`config.mk`:
```
export PLATFORM = sky130hd
export DESIGN_NAME = tone_decoder_flat
export DESIGN_NICKNAME = d
export VERILOG_FILES = /design/src/rtl/tone_decoder_pkg.sv /design/src/rtl/tone_decoder_if.sv /design/src/rtl/tone_decoder_lut.sv /design/src/rtl/tone_decoder.sv /design/src/flat_wrapper.sv
export SDC_FILE = /design/constraint.sdc
export NUM_CORES = 1
export LEC_CHECK = 0
export CORE_MARGIN = 2
export CORE_UTILIZATION = 34
export DETAILED_ROUTE_END_ITERATION = 7
export SYNTH_ARGS = -nofsm -noshare
export SYNTH_HDL_FRONTEND = slang
export SYNTH_SLANG_ARGS = --single-unit
```
`constraint.sdc`:
```
create_clock -name clk -period 14.5 [get_ports clk]
set_input_delay 2.9 -clock clk [delete_from_list [all_inputs] [get_ports clk]]
set_output_delay 2.9 -clock clk [all_outputs]
set_load 0.02 [all_outputs]
```
`src/rtl/tone_decoder_pkg.sv`:
```
// Shared types, default constants and note-period arithmetic for the tone decoder.
package tone_decoder_pkg;

   localparam int unsigned PW_DEF             = 19;
   localparam int unsigned SILENCE_CYCLES_DEF = 524288;
   localparam int unsigned STABLE_COUNT_DEF   = 2;
   localparam int unsigned TOL_SHIFT_DEF      = 5;
   localparam int unsigned LAST_CODE          = 63;
   localparam int unsigned SEMIS_PER_OCT      = 12;

   typedef enum logic [1:0] {StIdle, StSearch, StJudge} state_e;

   function automatic logic [8:0] semi_divisor(input logic [3:0] semi);
      case (semi)
         4'd0:    semi_divisor = 9'd440;
         4'd1:    semi_divisor = 9'd466;
         4'd2:    semi_divisor = 9'd493;
         4'd3:    semi_divisor = 9'd261;
         4'd4:    semi_divisor = 9'd277;
         4'd5:    semi_divisor = 9'd293;
         4'd6:    semi_divisor = 9'd311;
         4'd7:    semi_divisor = 9'd329;
         4'd8:    semi_divisor = 9'd349;
         4'd9:    semi_divisor = 9'd369;
         4'd10:   semi_divisor = 9'd392;
         4'd11:   semi_divisor = 9'd415;
         default: semi_divisor = 9'd440;
      endcase
   endfunction

   function automatic logic [8:0] oct_mult(input logic [2:0] oct);
      case (oct)
         3'd0:    oct_mult = 9'd256;
         3'd1:    oct_mult = 9'd128;
         3'd2:    oct_mult = 9'd64;
         3'd3:    oct_mult = 9'd32;
         3'd4:    oct_mult = 9'd16;
         default: oct_mult = 9'd8;
      endcase
   endfunction

   // Full square-wave period in clocks: the generator toggles every (D+1)*M clocks.
   function automatic logic [19:0] note_period(input logic [2:0] oct, input logic [3:0] semi);
      logic [19:0] base;
      base        = 20'(semi_divisor(semi)) + 20'd1;
      note_period = (base * 20'(oct_mult(oct))) << 1;
   endfunction

endpackage

```
`src/rtl/tone_decoder_if.sv`:
```
// Tone decoder signal bundle: tone input towards the decoder, decoded note information back.
interface tone_decoder_if #(
   parameter int unsigned PW = tone_decoder_pkg::PW_DEF
) ();
   logic          tunes_in;
   logic [5:0]    note_out;
   logic [2:0]    octave_out;
   logic [3:0]    semitone_out;
   logic          note_valid;
   logic          silent;
   logic [PW-1:0] period_out;

   modport master (
      output tunes_in,
      input  note_out, octave_out, semitone_out, note_valid, silent, period_out
   );

   modport slave (
      input  tunes_in,
      output note_out, octave_out, semitone_out, note_valid, silent, period_out
   );
endinterface

```
`src/rtl/tone_decoder_lut.sv`:
```
// Combinational expected-period table: fullnote code k -> period in clocks.
module note_period_lut
   import tone_decoder_pkg::*;
#(
   parameter int unsigned PW = PW_DEF
) (
   input  logic [5:0]    i_k,
   output logic [PW-1:0] o_period
);

   logic [2:0] w_oct;
   logic [3:0] w_semi;

   // Constant-divisor split of a 6-bit index; folds into a 64-entry ROM.
   always_comb begin
      w_oct    = 3'(i_k / 6'd12);
      w_semi   = 4'(i_k % 6'd12);
      o_period = PW'(note_period(w_oct, w_semi));
   end

endmodule

```
`src/rtl/tone_decoder.sv`:
```
// Tone decoder: measures the period of a square-wave input and maps it back to its fullnote code,
// with a stability filter and silence detection.
module tone_decoder
   import tone_decoder_pkg::*;
#(
   parameter int unsigned PW             = PW_DEF,
   parameter int unsigned SILENCE_CYCLES = SILENCE_CYCLES_DEF,
   parameter int unsigned STABLE_COUNT   = STABLE_COUNT_DEF,
   parameter int unsigned TOL_SHIFT      = TOL_SHIFT_DEF
) (
   input logic           clk,
   input logic           reset_n,
   tone_decoder_if.slave bus
);

   localparam int unsigned CW = $clog2(SILENCE_CYCLES + 1);
   localparam int unsigned SW = $clog2(STABLE_COUNT + 1);

   logic [2:0]    r_sync;
   logic [CW-1:0] r_cnt;
   logic          w_edge;
   logic          w_sil_hit;

   state_e        r_state;
   logic [5:0]    r_k, r_best_k, r_cand, r_note;
   logic [2:0]    r_oct, r_best_oct, r_oct_out;
   logic [3:0]    r_semi, r_best_semi, r_semi_out;
   logic [PW-1:0] r_period, w_e;
   logic [PW:0]   r_best_err, r_best_e, w_diff, w_tol;
   logic [SW-1:0] r_stab, w_stab_next;
   logic          r_armed, r_silent, r_valid, w_accept, w_publish;

   assign w_edge    = r_sync[1] & ~r_sync[2];
   assign w_sil_hit = ~w_edge && (r_cnt == CW'(SILENCE_CYCLES - 1));

   always_ff @(posedge clk or negedge reset_n) begin
      if (!reset_n) begin
         r_sync <= '0;
         r_cnt  <= '0;
      end else begin
         r_sync <= {r_sync[1:0], bus.tunes_in};
         if (w_edge) begin
            r_cnt <= '0;
         end else if (r_cnt != CW'(SILENCE_CYCLES)) begin
            r_cnt <= r_cnt + CW'(1);
         end
      end
   end

   note_period_lut #(.PW(PW)) u_lut (
      .i_k      (r_k),
      .o_period (w_e)
   );

   always_comb begin
      if ({1'b0, r_period} >= {1'b0, w_e}) begin
         w_diff = {1'b0, r_period} - {1'b0, w_e};
      end else begin
         w_diff = {1'b0, w_e} - {1'b0, r_period};
      end
      w_tol    = r_best_e >> TOL_SHIFT;
      w_accept = r_best_err <= w_tol;
      if (r_best_k != r_cand) begin
         w_stab_next = SW'(1);
      end else if (r_stab == SW'(STABLE_COUNT)) begin
         w_stab_next = r_stab;
      end else begin
         w_stab_next = r_stab + SW'(1);
      end
      w_publish = w_accept && (w_stab_next == SW'(STABLE_COUNT))
                  && (r_silent || (r_best_k != r_note));
   end

   always_ff @(posedge clk or negedge reset_n) begin
      if (!reset_n) begin
         r_state     <= StIdle;
         r_k         <= '0;
         r_oct       <= '0;
         r_semi      <= '0;
         r_best_k    <= '0;
         r_best_oct  <= '0;
         r_best_semi <= '0;
         r_best_err  <= '0;
         r_best_e    <= '0;
         r_period    <= '0;
         r_cand      <= '0;
         r_stab      <= '0;
         r_armed     <= 1'b0;
         r_note      <= '0;
         r_oct_out   <= '0;
         r_semi_out  <= '0;
         r_silent    <= 1'b1;
         r_valid     <= 1'b0;
      end else begin
         r_valid <= 1'b0;
         if (w_sil_hit) begin
            r_armed <= 1'b0;
            r_stab  <= '0;
            r_state <= StIdle;
            if (!r_silent) begin
               r_note     <= '0;
               r_oct_out  <= '0;
               r_semi_out <= '0;
               r_silent   <= 1'b1;
               r_valid    <= 1'b1;
            end
         end else if (w_edge) begin
            r_armed <= 1'b1;
            if (r_state != StIdle) begin
               // Edge while still deciding: too short to be a note, count as a rejection.
               r_state <= StIdle;
               r_stab  <= '0;
            end else if (r_armed) begin
               r_period   <= PW'(r_cnt) + PW'(1);
               r_state    <= StSearch;
               r_k        <= 6'd1;
               r_oct      <= '0;
               r_semi     <= 4'd1;
               r_best_err <= '1;
            end
         end else begin
            case (r_state)
               StSearch: begin
                  // Strict compare keeps the lower code on ties.
                  if (w_diff < r_best_err) begin
                     r_best_err  <= w_diff;
                     r_best_e    <= {1'b0, w_e};
                     r_best_k    <= r_k;
                     r_best_oct  <= r_oct;
                     r_best_semi <= r_semi;
                  end
                  r_k <= r_k + 6'd1;
                  if (r_semi == 4'(SEMIS_PER_OCT - 1)) begin
                     r_semi <= '0;
                     r_oct  <= r_oct + 3'd1;
                  end else begin
                     r_semi <= r_semi + 4'd1;
                  end
                  if (r_k == 6'(LAST_CODE)) begin
                     r_state <= StJudge;
                  end
               end
               StJudge: begin
                  r_state <= StIdle;
                  if (w_accept) begin
                     r_cand <= r_best_k;
                     r_stab <= w_stab_next;
                     if (w_publish) begin
                        r_note     <= r_best_k;
                        r_oct_out  <= r_best_oct;
                        r_semi_out <= r_best_semi;
                        r_silent   <= 1'b0;
                        r_valid    <= 1'b1;
                     end
                  end else begin
                     r_stab <= '0;
                  end
               end
               default: ;
            endcase
         end
      end
   end

   assign bus.note_out     = r_note;
   assign bus.octave_out   = r_oct_out;
   assign bus.semitone_out = r_semi_out;
   assign bus.note_valid   = r_valid;
   assign bus.silent       = r_silent;
   assign bus.period_out   = r_period;

endmodule

```
`src/flat_wrapper.sv`:
```
// flat-port wrapper written by rule: the top's interface ports become plain ports
module tone_decoder_flat import tone_decoder_pkg::*;
#(
   parameter int unsigned PW             = PW_DEF,
   parameter int unsigned SILENCE_CYCLES = SILENCE_CYCLES_DEF,
   parameter int unsigned STABLE_COUNT   = STABLE_COUNT_DEF,
   parameter int unsigned TOL_SHIFT      = TOL_SHIFT_DEF
)
  (clk, reset_n, bus_tunes_in, bus_note_out, bus_octave_out, bus_semitone_out, bus_note_valid, bus_silent, bus_period_out);
  tone_decoder_if #(.PW(PW)) bus_i ();
  input logic clk;
  input logic reset_n;
  input wire logic [$bits(bus_i.tunes_in)-1:0] bus_tunes_in;
  output wire logic [$bits(bus_i.note_out)-1:0] bus_note_out;
  output wire logic [$bits(bus_i.octave_out)-1:0] bus_octave_out;
  output wire logic [$bits(bus_i.semitone_out)-1:0] bus_semitone_out;
  output wire logic [$bits(bus_i.note_valid)-1:0] bus_note_valid;
  output wire logic [$bits(bus_i.silent)-1:0] bus_silent;
  output wire logic [$bits(bus_i.period_out)-1:0] bus_period_out;
  assign bus_i.tunes_in = bus_tunes_in;
  assign bus_note_out = bus_i.note_out;
  assign bus_octave_out = bus_i.octave_out;
  assign bus_semitone_out = bus_i.semitone_out;
  assign bus_note_valid = bus_i.note_valid;
  assign bus_silent = bus_i.silent;
  assign bus_period_out = bus_i.period_out;
  tone_decoder #(.PW(PW), .SILENCE_CYCLES(SILENCE_CYCLES), .STABLE_COUNT(STABLE_COUNT), .TOL_SHIFT(TOL_SHIFT)) u_core (.clk(clk), .reset_n(reset_n), .bus(bus_i));
endmodule
```
==> results.toml, run 1 <==
[sta]
max_clock_freq_mhz = 85.3
worst_slew_margin_rel = 0.229
rsz0062_at_grt = "false"
worst_slack_ns = 2.78
fin_crit_ns = 11.72
finalHoldViolCount = 0
slew_viol_final = 0
fin_skew_ns = 0.0107
setup_viol = 0
fin_crit_sh = 0.808
tightest_slew_ns = 1.15
tns_ns = 0

[clocking]
clk_latency_ns = 0.42
post_cts_resized = 0
cts_tree = "done"
clock_sinks = 128
post_cts_buffers = 0
clk_pin_slew_ns = 0.06
cts_made_buffers = 17
hold_buffers = 0
cts_root_buf = "clkbuf_16"
htreeDepth = 4
cts_buffer_depth = 2

[power_and_ir_drop]
p_int_mw = 1.37
power_frac_comb = 0.645
p_seq_frac = 0.188
clkPwrFrac = 0.167
power.density_nw_per_um2 = 233
finalPower_mw = 2.67
p_leak_nw = 5.49
swShare = 0.487
vdd_drop_max_mv = 0.147
p_sw_mw = 1.30

[critical_path]
cp_slowest_cell = "a31oi_1"
worst-path-max-fanout = 20
crit_type = "flip-flop to flip-flop"
startpoint_type = "flip-flop"
cp_data_required_time_ns = 14.86
end_kind = "flip-flop"
arrival_ns = 12.08
crit_path_frequent_cell = "ha_1"
max_stage_delay_ns = 0.88

[logic_synthesis]
synth-edff-count = 0
synth_flop_cell = "dfrtp_1"
synth.most_common_cell = "inv_1"
synth_top_cell_area_share = 0.314
syn_area_per_cell_um2 = 9.00
yosys.area.top_type = "dfrtp_1"
yosysSeqAreaShare = 0.316
ys_types = 77
synth_commonest_cells = "141 x inv_1, 127 x dfrtp_1, 112 x ha_1, 111 x nand2_1, 82 x nor2_1"
synth_seq_cells = 128
syn-instance-count = 1125
synth_warnings = 0
synth_area_um2 = 10100
netlist_top_cells_area = "dfrtp_1 31%, ha_1 14%, fa_1 6.3%"
async_flop_share = 1.00

[global_route]
grt_pass1_wl_um = 40900
grt_pass1_vias = 7924
grt_max_degree = 68
grt_remaining_overflow = 0
antenna_found_initial = 0
track_usage = 0.165

[route]
detail_route.first_pass.iterations = 5
viasPerCell = 5.10
via_count = 7921
dr_wl_met3_um = 796
met2_length_um = 11400
ant_nets = 0
drt_iter0_markers = 501
wl_per_cell_um = 15.7
drt-met1-wl_um = 11700
finalWirelength_um = 24400
dr.max_layer_used = "met4"
drcViolationCount = 0

[placement]
dp.cells = 1523
gp_congestion = 0.870
dpl.hpwl_um = 19300
portBuffers = 36
place_ws_ns = 2.90

[final_layout]
synthToLayoutAreaGrowth_pct = 13.3
drive_gt1_frac = 0.0644
finalCoreUtilization = 0.389
layout.cells.non_filler = 1554
fin_nets = 1299
antenna_cells = 0

[flow_run]
drv_cap = 0

[die]
chipHeight_um = 177
initial_utilization = 0.344
placeableCoreArea_um2 = 29500
row_count = 63
ioPinCount = 37
die_w_um = 177
die_area_um2 = 31200

[run_status]
status = "finished, final reports clean"

[worst_hold_path]
hp-class = "flip-flop to flip-flop"
-- kinds of logic after synthesis --
| group | after synthesis | synth area share |
|---|---|---|
| other | 2 | 0.000741 |
| muxes | 42 | 0.0439 |
| adders and majority gates | 144 | 0.202 |
| buffers and inverters | 178 | 0.0693 |
| AOI/OAI and AO/OA | 230 | 0.147 |
| DFF | 128 | 0.316 |
| and+or+nand+nor | 328 | 0.158 |
| xor gates and xnor gates | 73 | 0.0639 |
-- state kept, by name (all words and copies together), names as in the netlist, 4 cells and up --
name	count
u_core.r_best_k	6
u_core.r_best_semi	4
u_core.r_semi	4
u_core.r_cand	6
u_core.r_cnt	20
u_core.r_k	6
u_core.bus.semitone_out	4
u_core.r_best_e	14
u_core.r_best_err	20
u_core.bus.period_out	19
u_core.bus.note_out	6
-- path summary, 6_finish.rpt --
path | slack [ns] | start | cells past startpoint | to
worst min-delay path | 0.35 | u_core.r_sync[0] | 0 | u_core.r_sync[1]
worst max-delay path | 2.78 | u_core.r_k[4] | 39 | u_core.r_best_err[7]
worst min register to register | 0.35 | u_core.r_sync[0] | 0 | u_core.r_sync[1]
min in group asynchronous | 2.44 | reset_n | 1 | u_core.bus.period_out[12]
worst max register to register | 2.78 | u_core.r_k[4] | 39 | u_core.r_best_err[7]
max in group asynchronous | 10.76 | reset_n | 2 | u_core.bus.note_valid
-- per-layer routing --
metal	GRT usage	vias up
met5	0	-
met4	0.0475	0
met3	0.0256	29
met2	0.265	134
met1	0.231	3876
li1	-	3882
-- cells in the final DEF, fill, tap and decap left out, drive strengths merged, types with 17 or more instances in the layout --
cell,n
a21o,17
a21oi,46
clkbuf,17
clkdlybuf4s50,35
dfrtp,127
fa,32
ha,112
inv,145
mux2,19
mux2i,23
nand2,112
nand3,20
nand4,23
nor2,82
o21ai,84
o22a,20
xnor2,38
xor2,35
-- power by group through the flow --
stage / clock (mW) / sequential, mW / combinational (mW)
global route: 0.474 / 0.511 / 1.95
detailed placement: 0 / 0.506 / 1.71
finish: 0.447 / 0.501 / 1.72
CTS: 0.455 / 0.500 / 1.73
floorplan: 0 / 0.482 / 1.29
global placement: 0 / 0.506 / 1.70
-- cell type report --
cell class / count / area (um2)
Clock buffer: 17 / 425
Clock inverter: 14 / 181
Fill cell: 2996 / 18000
Inverter: 141 / 529
Multi-Input combinational cell: 822 / 6240
Sequential cell: 128 / 3200
Tap cell: 390 / 488
Timing Repair Buffer: 42 / 407
-- through the flow --
stage	area, um2	hold WS [ns]
floorplan	10100	0.331
global placement	10900	0.337
detailed placement	10900	0.338
CTS	11500	0.351
global route	11500	0.369
finish	11500	0.349
-- worst max-delay path, delay by kind of cell, from the launching register on --
kind                       cells  cell delay (ns)
xor gates and xnor gates       2             0.74
DFF                            1             0.60
AOI/OAI and AO/OA             15             5.00
adders and majority gates      8             2.93
and+or+nand+nor               10             2.04
buffers and inverters          4             0.36
No activity file was read; power rests on OpenSTA's default activity.
==> run 2, diff against run 1 <==
==> constraint.sdc (replaced) <==
create_clock -name clk -period 11.8 [get_ports clk]
set_input_delay 2.36 -clock clk [delete_from_list [all_inputs] [get_ports clk]]
set_output_delay 2.36 -clock clk [all_outputs]
set_load 0.02 [all_outputs]
==> results.toml, run 2 (synthesized netlist as in run 1, its figures left out) <==
[run_status]
status = "finished, final reports clean"

[critical_path]
crit_type = "flip-flop to flip-flop"
end_kind = "flip-flop"
worstReg2RegEnd = "u_core.r_best_err[17]"
worst-path-max-fanout = 33
max_stage_delay_ns = 0.53
crit-reg2reg-launch = "u_core.r_k[5]"
startpoint_type = "flip-flop"
cp_data_required_time_ns = 12.10
cp_slowest_cell = "a2111oi_1"
arrival_ns = 11.25
reg2regPathDepth = 42
r2r_slack_ns = 0.85

[sta]
max_clock_freq_mhz = 91.3
tns_ns = 0
rsz0062_at_grt = "false"
slew_viol_final = 0
fin_skew_ns = 0.0107
finalHoldViolCount = 0
tightest_slew_ns = 0.971
fin_crit_ns = 10.95
setup_viol = 0
worst_slew_margin_rel = 0.351
fin_crit_sh = 0.928

[route]
ant_nets = 0
drt_iter0_markers = 525
finalWirelength_um = 24800
wl_per_cell_um = 15.9
via_count = 7906
viasPerCell = 5.06
detail_route.first_pass.iterations = 5
drcViolationCount = 0

[final_layout]
synthToLayoutAreaGrowth_pct = 14.0
antenna_cells = 0
drive_gt1_frac = 0.0742
layout.cells.non_filler = 1563
finalCoreUtilization = 0.392
final_common_cell = "inv_1"
fin_nets = 1307
final_cell_mix = "141 x inv_1, 124 x dfrtp_1, 112 x ha_1"

[clocking]
htreeDepth = 4
cts_made_buffers = 17
clock_sinks = 128
cts_tree = "done"
clk_latency_ns = 0.42
cts_buffer_depth = 2
cts_root_buf = "clkbuf_16"
post_cts_buffers = 0
clk_pin_slew_ns = 0.06

[placement]
dp.cells = 1530
portBuffers = 36
dpl.hpwl_um = 19400
gp_congestion = 0.940

[global_route]
antenna_found_initial = 0
grt_remaining_overflow = 0
grt_pass1_wl_um = 40400
track_usage = 0.165
grt_pass1_vias = 7711
grt_max_degree = 77

[die]
chipHeight_um = 177
die_w_um = 177
die_area_um2 = 31200
initial_utilization = 0.344
ioPinCount = 37
row_count = 63
placeableCoreArea_um2 = 29500

[worst_hold_path]
hp-class = "flip-flop to flip-flop"
worstHoldStart = "u_core.r_sync[0]"
min_path_cells = 0
hold_end = "u_core.r_sync[1]"

[power_and_ir_drop]
power.density_nw_per_um2 = 292
vdd_drop_max_mv = 0.140
p_leak_nw = 5.52

[flow_run]
drv_cap = 0
## run 2: worst max-delay path by stage
stage,cells after the start,start,slack (ns),end
CTS,40,u_core.r_k[5],0.48,u_core.r_best_oct[0]
global placement,40,u_core.r_k[4],0.82,u_core.r_best_k[4]
floorplan,44,u_core.r_k[5],1.75,u_core.r_best_semi[0]
global route,42,u_core.r_k[5],0.06,u_core.r_best_err[19]
detailed placement,40,u_core.r_k[5],0.53,u_core.r_best_oct[0]
finish,42,u_core.r_k[5],0.85,u_core.r_best_err[17]
## run 2: metal layers
layer / track usage / wire, um / up-vias
met5: 0 / 0 / -
met2: 0.263 / 11300 / 146
met4: 0.0513 / 629 / 0
li1: - / - / 3906
met1: 0.227 / 11900 / 3820
met3: 0.0286 / 963 / 34
## run 2: through the flow
stage,power (mW),setup slack (ns),hold WS (ns),instance area (um2)
after global placement,2.78,0.818,0.333,10900
final,3.38,0.848,0.349,11500
after floorplan,2.18,1.75,0.331,10100
after CTS,3.34,0.485,0.351,11500
after detailed placement,2.79,0.530,0.338,10900
after global routing,3.68,0.0636,0.359,11500
## run 2: worst max-delay path: cells and delay by family, from the launching register on
family          cells  cell delay [ns]
compound gates     19             4.36
fa+ha+maj           8             2.98
simple gates        7             1.36
buf+inv             5             0.73
xor+xnor            2             0.58
flops               1             0.51
mux                 1             0.29
## run 2: power breakdown
part / switching (mW) / leakage (nW) / total [mW] / internal, mW
logic: 1.36 / 3.60 / 2.23 / 0.869
clock network: 0.208 / 0.284 / 0.532 / 0.324
registers: 0.0896 / 1.64 / 0.613 / 0.523
total: 1.66 / 5.52 / 3.38 / 1.72
## run 2: repair_timing
action                     in CTS  in global routing
resized for setup               0                  6
setup endpoints to repair       0                 47
hold buffers                    0                  0
## run 2: final cells by class
class                           count  area [um2]
Clock buffer                       21         460
Clock inverter                     11         129
Fill cell                        2961       17900
Inverter                          141         529
Multi-Input combinational cell    823        6260
Sequential cell                   128        3210
Tap cell                          390         488
Timing Repair Buffer               49         472
==> run 3, diff against run 2 <==
--- a/config.mk
+++ b/config.mk
@@ -5,9 +5,11 @@
 export SDC_FILE = /design/constraint.sdc
 export NUM_CORES = 1
 export LEC_CHECK = 0
+export CAP_MARGIN = 10
 export CORE_MARGIN = 2
 export CORE_UTILIZATION = 34
 export DETAILED_ROUTE_END_ITERATION = 7
+export SLEW_MARGIN = 20
 export SYNTH_ARGS = -nofsm -noshare
 export SYNTH_HDL_FRONTEND = slang
 export SYNTH_SLANG_ARGS = --single-unit
==> results of run 3 <==
The final DEF is identical to that of run 2; final timing and power are the same.
